[config.mk]
export PLATFORM = sky130hd
export DESIGN_NAME = window_step_timer
export DESIGN_NICKNAME = d
export VERILOG_FILES = /design/src/rtl/window_step_timer.sv
export SDC_FILE = /design/constraint.sdc
export NUM_CORES = 1
export LEC_CHECK = 0
export ABC_AREA = 1
export BUFFER_PORTS_ARGS = -buffer_cell sky130_fd_sc_hd__buf_2
export CORE_AREA = 4 4 41 43
export DETAILED_ROUTE_END_ITERATION = 10
export DIE_AREA = 0 0 45 47
export SLEW_MARGIN = 20
export SYNTH_ARGS = -nofsm -noshare
export SYNTH_HDL_FRONTEND = slang
export SYNTH_SLANG_ARGS = --single-unit
[constraint.sdc]
create_clock -name clk -period 1 [get_ports clk]
set_input_delay 0.2 -clock clk [delete_from_list [all_inputs] [get_ports clk]]
set_output_delay 0.2 -clock clk [all_outputs]
set_load 0.01 [all_outputs]
[src/rtl/window_step_timer.sv]
// Loadable down-counter. While enabled it counts down to zero, raises tc
// for the cycle it sits at zero, and reloads itself on that edge so it can
// free-run as a periodic tick.
module window_step_timer #(
  parameter int W = 4
) (
  input  logic         clk,
  input  logic         rst,
  input  logic         load,
  input  logic         en,
  input  logic [W-1:0] load_val,
  output logic         tc
);

  logic [W-1:0] cnt;

  assign tc = en && (cnt == '0);

  // load has priority; an enabled zero count wraps back to load_val
  always_ff @(posedge clk) begin
    if (rst)       cnt <= '0;
    else if (load) cnt <= load_val;
    else if (en)   cnt <= (cnt == '0) ? load_val : cnt - 1'b1;
  end

endmodule

### Word-level counts from Yosys, hierarchy flattened

Cells that the tools add are included.

* reductions and logical operators: 3
* mux-type cells: 3
* $add $sub $neg: 1

Operators with widths (count)
* 2-to-1 mux 4 bit: 3
* zero test 4 bit: 1
* subtractor 4 x 1 -> 4 bit, second input constant: 1
* nonzero test 2 bit: 1
* logical AND 1 bit: 1

* register bits: 4
* logic and storage cells: 8
* bits of input ports: 8
* output and inout port bits: 1

### Longest topological paths before layout

Gate-level depths: netlist of the first run.

* word-level depth: 4
* gate-level depth with buffers: 8
* depth with buffers taken out: 8

### Worst setup path before layout of the first run

OpenSTA, ideal clock, no wires.

* path kind: flip-flop to output port
* from: register cnt[0]
* to: output tc
* arrival: 0.834 ns
* setup slack: -0.034 ns
* cell stages (with the launch flop): 5
* data required time: 0.800 ns
* path buffers: 0
* cells stage by stage: dfxtp_1 -> inv_1 -> ha_1 -> nand2_2 -> nor2_1

* word-level cells in the longest chain between the ends: 2

RTL lines
* start: declaration: RTL line 15 `logic [W-1:0] cnt;`
* start signal: assignment: RTL line 22 `else if (load) cnt <= load_val;`
* start signal: assignment: RTL line 23 `else if (en) cnt <= (cnt == '0) ? load_val : cnt - 1'b1;`
* zero test 4 bit: RTL line 17 `assign tc = en && (cnt == '0);`
* logical AND 1 bit: RTL line 17
* end: declaration: RTL line 12 `output logic tc`

No other way between the ends.

### Final worst setup path of the first run

* from: register cnt[1]
* to: output tc

Same word-level chain as after synthesis.

==> results of run 1 <==
cells by family (layout without fill, tap and decap cells):
logic type	count (synthesis)	count (layout)	share of synthesized area, %
DFF	4	4	28.2
buffers and inverters	9	26	11.9
AOI/OAI and AO/OA	11	11	20.3
and+or+nand+nor	20	20	35.2
adders and majority gates	1	1	4.40
placed cells by master, fill, tap and decap left out, drive strengths merged:
master and instances:
a21oi 6, buf 14, clkbuf 3, dfxtp 4, ha 1, inv 9
nand2 8, nand3 5, nand3b 1, nor2 6, o21ai 4, o21bai 1
report_power, final:
group          leakage [uW]  internal, uW  switching [uW]  total, uW
sequential        0.0000335           179            14.3        193
clock             0.0000138           135            74.4        209
combinational      0.000178           120             125        245
total              0.000225           434             213        647
what timing repair did:
action                     CTS  global route
resized for setup            7             1
pin swaps                    3             4
hold buffers                 0             0
hold endpoints to repair     0             0
buffers inserted             3             0
setup endpoints to repair    5             5
area by class of cell:
class                   instances  area, sq um
fillers                       162          865
multi-input cells              32          195
repair buffers                 14         85.1
flip-flops and latches          4         81.3
inverters                       9         33.8
clock buffers                   3         22.5
well taps                      15         18.8
cell usage after synthesis (all sizes together):
cell type | number | area, sq um
a21oi | 6 | 30.0
dfxtp | 4 | 80.1
ha | 1 | 12.5
inv | 9 | 33.8
nand2 | 8 | 35.0
nand3 | 5 | 25.0
nand3b | 1 | 7.51
nor2 | 6 | 32.5
o21ai | 4 | 20.0
o21bai | 1 | 7.51
stage by stage:
| stage | hold slack, ns | instance area, sq um | setup slack (ns) |
|---|---|---|---|
| 2_1_floorplan | 0.345 | 287 | 0.00839 |
| 3_3_place_gp | 0.485 | 368 | -0.0570 |
| 3_5_place_dp | 0.498 | 368 | -0.0709 |
| 5_1_grt | 0.250 | 437 | -0.256 |
| 6_report | 0.247 | 437 | -0.210 |
| 4_1_cts | 0.241 | 434 | -0.248 |
final timing paths:
kind,startpoint,endpoint,cells after the start
setup / recovery,cnt[1],tc,5
hold / removal,load_val[3],cnt[3],3
setup reg to reg,cnt[1],cnt[3],6
hold reg to reg,cnt[1],cnt[3],5
routing by layer:
layer / share of wire (%) / track usage, % / vias to the layer above
met5: 0 / 0 / -
met4: 2.6 / 7.02 / 0
met3: 6.2 / 2.68 / 2
met2: 53 / 16.9 / 10
met1: 38 / 8.16 / 163
li1: - / - / 181
critical path, stage by stage (launching register included):
cell and delay, ns:
dfxtp_2 0.31, inv_2 0.07, ha_4 0.14, nand2_4 0.05, nor2_2 0.07, buf_2 0.13
==> results.cfg, run 1 <==
[outcome]
status = finished, violations left
violations = setup timing

[floorplan]
die_y_um = 47
start_util_pct = 21.8
die_x_um = 45
fp.coreArea_sq_um = 1300
fp-row-count = 13
dieArea_sq_um = 2120
boundaryPins = 9

[run]
cap_violations = 0

[timing]
skew_ns = 0.00448
worst_slew_pin_slew_ns = 0.175
fin_crit_ns = 1.21
rsz0062_at_grt = yes
hold_viol_final = 0
slew_headroom_pct = 88.3
setup_tns_ns = -0.581
max_freq_mhz = 826
fin_crit_sh_pct = 121
setup_violations = 5
maxSlewViolCount = 0
postLayoutSetupSlackWorst_ns = -0.210

[routing]
drc_errors = 0
initialDrtViolationCount = 2
vias_per_cell = 4.62
firstDrtPassIters = 4
vias = 356
wl_um = 808
ant_nets = 0
routedWlPerCell_um = 10.5

[synth]
postSynthCellCount = 45
syn_nets = 54
yosys_warnings = 0
synth_cell_type_count = 14
avgSynthCellArea_sq_um = 6.31
synth.cell_area_sq_um = 284
yosysSeqAreaShare_pct = 28.2
synth_seq_cells = 4

[worst_setup_path]
critPathCaptureType = output port
r2r_setup_slack_ns = -0.12
critical_path_class = reg -> out
cp.arrival_ns = 1.01
crit_path_start_kind = flip-flop
worstPathMaxFanout = 2
worstPathRequired_ns = 0.80

[cts]
htreeDepth = 1
root_buffer = clkbuf_4
clk-insertion-delay-late_ns = 0.24
clkSinkCount = 4
cts_tree = done
clkTransAtPathRegs_ns = 0.04
numCtsBuffers = 3
cts_buffer_depth = 2

[cells_and_area]
nets = 73
fin_util_pct = 33.6
syn_to_final_growth_pct = 53.7
largest_reg_flops = 4
top_regs = cnt: 4 flops
drive_above_1_share_pct = 43.5
antennaDiodeCount = 0
layoutNonFillerInstCount = 77
largest-register = cnt

[grt]
grt_overflow = 0
track_usage_pct = 9.08
grt_pass1_wl_um = 1290
grt_max_degree = 6
grt_pass1_vias = 325
antenna_found_initial = 0

[min_path]
min_path_type = in -> reg

[place]
place.gp.congestion = 0.834
place.detailed.hpwl_um = 569
dp_cells = 71
port_buffers = 8

[power]
total_power_uw = 647
p_leak_uw = 0.000225
p_per_area_nw_per_um2 = 1480
ir_drop_mv = 0.494
No activity file was read; power rests on OpenSTA's default activity.
==> run 2, diff against run 1 <==
Clock period 1 ns to 1.2 ns, I/O delays scaled along.
==> results.cfg, run 2 (same netlist as run 1, synthesis figures left out) <==
[grt]
grt_pass1_wl_um = 1140
use_met3_pct = 6.13
top_usage_layer = met2
grt_max_degree = 6
track_usage_pct = 8.06
grt_overflow = 0
grt_pass1_vias = 289
met2_usage_pct = 12.7
antenna_found_initial = 0
use_met1_pct = 7.95

[routing]
vias = 334
initialDrtViolationCount = 8
routedWlPerCell_um = 10.3
wl_um = 786
ant_nets = 0
vias_per_cell = 4.39
drc_errors = 0
firstDrtPassIters = 3

[worst_setup_path]
worstPathMaxFanout = 2
cp.arrival_ns = 1.00
critPathCaptureType = output port
crit_path_start_kind = flip-flop
worstPathRequired_ns = 0.96
critical_path_class = reg -> out

[cells_and_area]
nFillCells = 159
layoutNonFillerInstCount = 76
largest_reg_flops = 4
top_regs = cnt: 4 flops
largest-register = cnt
final_common_cell = buf_2
drive_above_1_share_pct = 44.3
nets = 72
final_cell_mix = buf_2, inv_1, nand2_1
antennaDiodeCount = 0
syn_to_final_growth_pct = 52.0

[power]
ir_drop_mv = 0.691
p_per_area_nw_per_um2 = 1240
p_leak_uw = 0.000220

[cts]
htreeDepth = 1
cts_tree = done
clkTransAtPathRegs_ns = 0.04
numCtsBuffers = 3
root_buffer = clkbuf_4
cts_buffer_depth = 2
clk-insertion-delay-late_ns = 0.24
clkSinkCount = 4

[floorplan]
die_y_um = 47
boundaryPins = 9
die_x_um = 45
dieArea_sq_um = 2120
fp.coreArea_sq_um = 1300
start_util_pct = 21.8
fp-row-count = 13

[timing]
rsz0062_at_grt = yes
worst_slew_pin_slew_ns = 0.220
hold_viol_final = 0
setup_violations = 2
hold_ws_ns = 0.295
maxSlewViolCount = 0
slew_headroom_pct = 85.3
max_freq_mhz = 804
fin_crit_sh_pct = 104
postLayoutSetupSlackWorst_ns = -0.0436
skew_ns = 0.00719
fin_crit_ns = 1.24

[place]
place.gp.congestion = 0.811
dp_cells = 69
place.detailed.hpwl_um = 540
port_buffers = 8

[run]
cap_violations = 0

[min_path]
min_path_type = in -> reg

[outcome]
violations = setup timing
status = finished, violations left
==> run 2: cell count changes in the layout (fill, tap and decap cells not counted) <==
cell     change
a21oi_1      -1
a21oi_2      +1
buf_4        -1
dfxtp_1      -1
dfxtp_2      +1
nor2_1       +1
nor2_2       -1
o21ai_0      +1
o21ai_1      -1
==> run 2: routing by layer <==
layer / vias up / share of wire [%]
met5: - / 0
met4: 0 / 1.0
met3: 2 / 8.3
met2: 10 / 49
met1: 145 / 42
li1: 177 / -
==> run 2: metrics by stage <==
step                      TNS, ns  setup slack, ns  instance area (sq um)  utilization (%)  total power, uW
after floorplan                 0            0.126                    284                -              255
after global placement          0           0.0929                    350             26.9              298
after detailed placement        0           0.0834                    350             26.9              299
after CTS                 -0.0776          -0.0776                    415             31.9              514
after global routing       -0.248          -0.0973                    432             33.2              579
final                     -0.0676          -0.0436                    432             33.2              537
==> run 2: timing repair <==
item,in CTS,in global routing
hold buffers,0,0
gates resized for setup,6,4
pin swaps,4,4
buffers inserted,3,1
setup endpoints to repair,1,2
==> run 2: critical path, stage by stage (launching register included) <==
cell     delay [ns]
dfxtp_1        0.30
inv_2          0.08
ha_4           0.15
nand2_4        0.04
nor2_1         0.07
buf_2          0.13
==> run 2: area by class of cell <==
class / instances / area, sq um / share of cell area, %
inverter: 9 / 33.8 / 7.83
clock buffer: 3 / 22.5 / 5.22
tap: 15 / 18.8 / 4.35
multi-input combinational: 32 / 196 / 45.5
timing repair buffer: 13 / 77.6 / 18.0
sequential: 4 / 82.6 / 19.1
==> run 2: final timing paths <==
kind          start  endpoint  slack, ns  cells past startpoint
max          cnt[0]        tc      -0.04                      5
max reg2reg  cnt[0]    cnt[3]      -0.02                      7
min             rst    cnt[0]       0.29                      4
min reg2reg  cnt[2]    cnt[2]       0.57                      2
==> run 2: report_power, final <==
group	switching (uW)	internal (uW)	leakage, uW
registers	15.8	150	0.0000338
clock network	62.5	112	0.0000138
logic	98.1	98.1	0.000173
total	176	360	0.000220
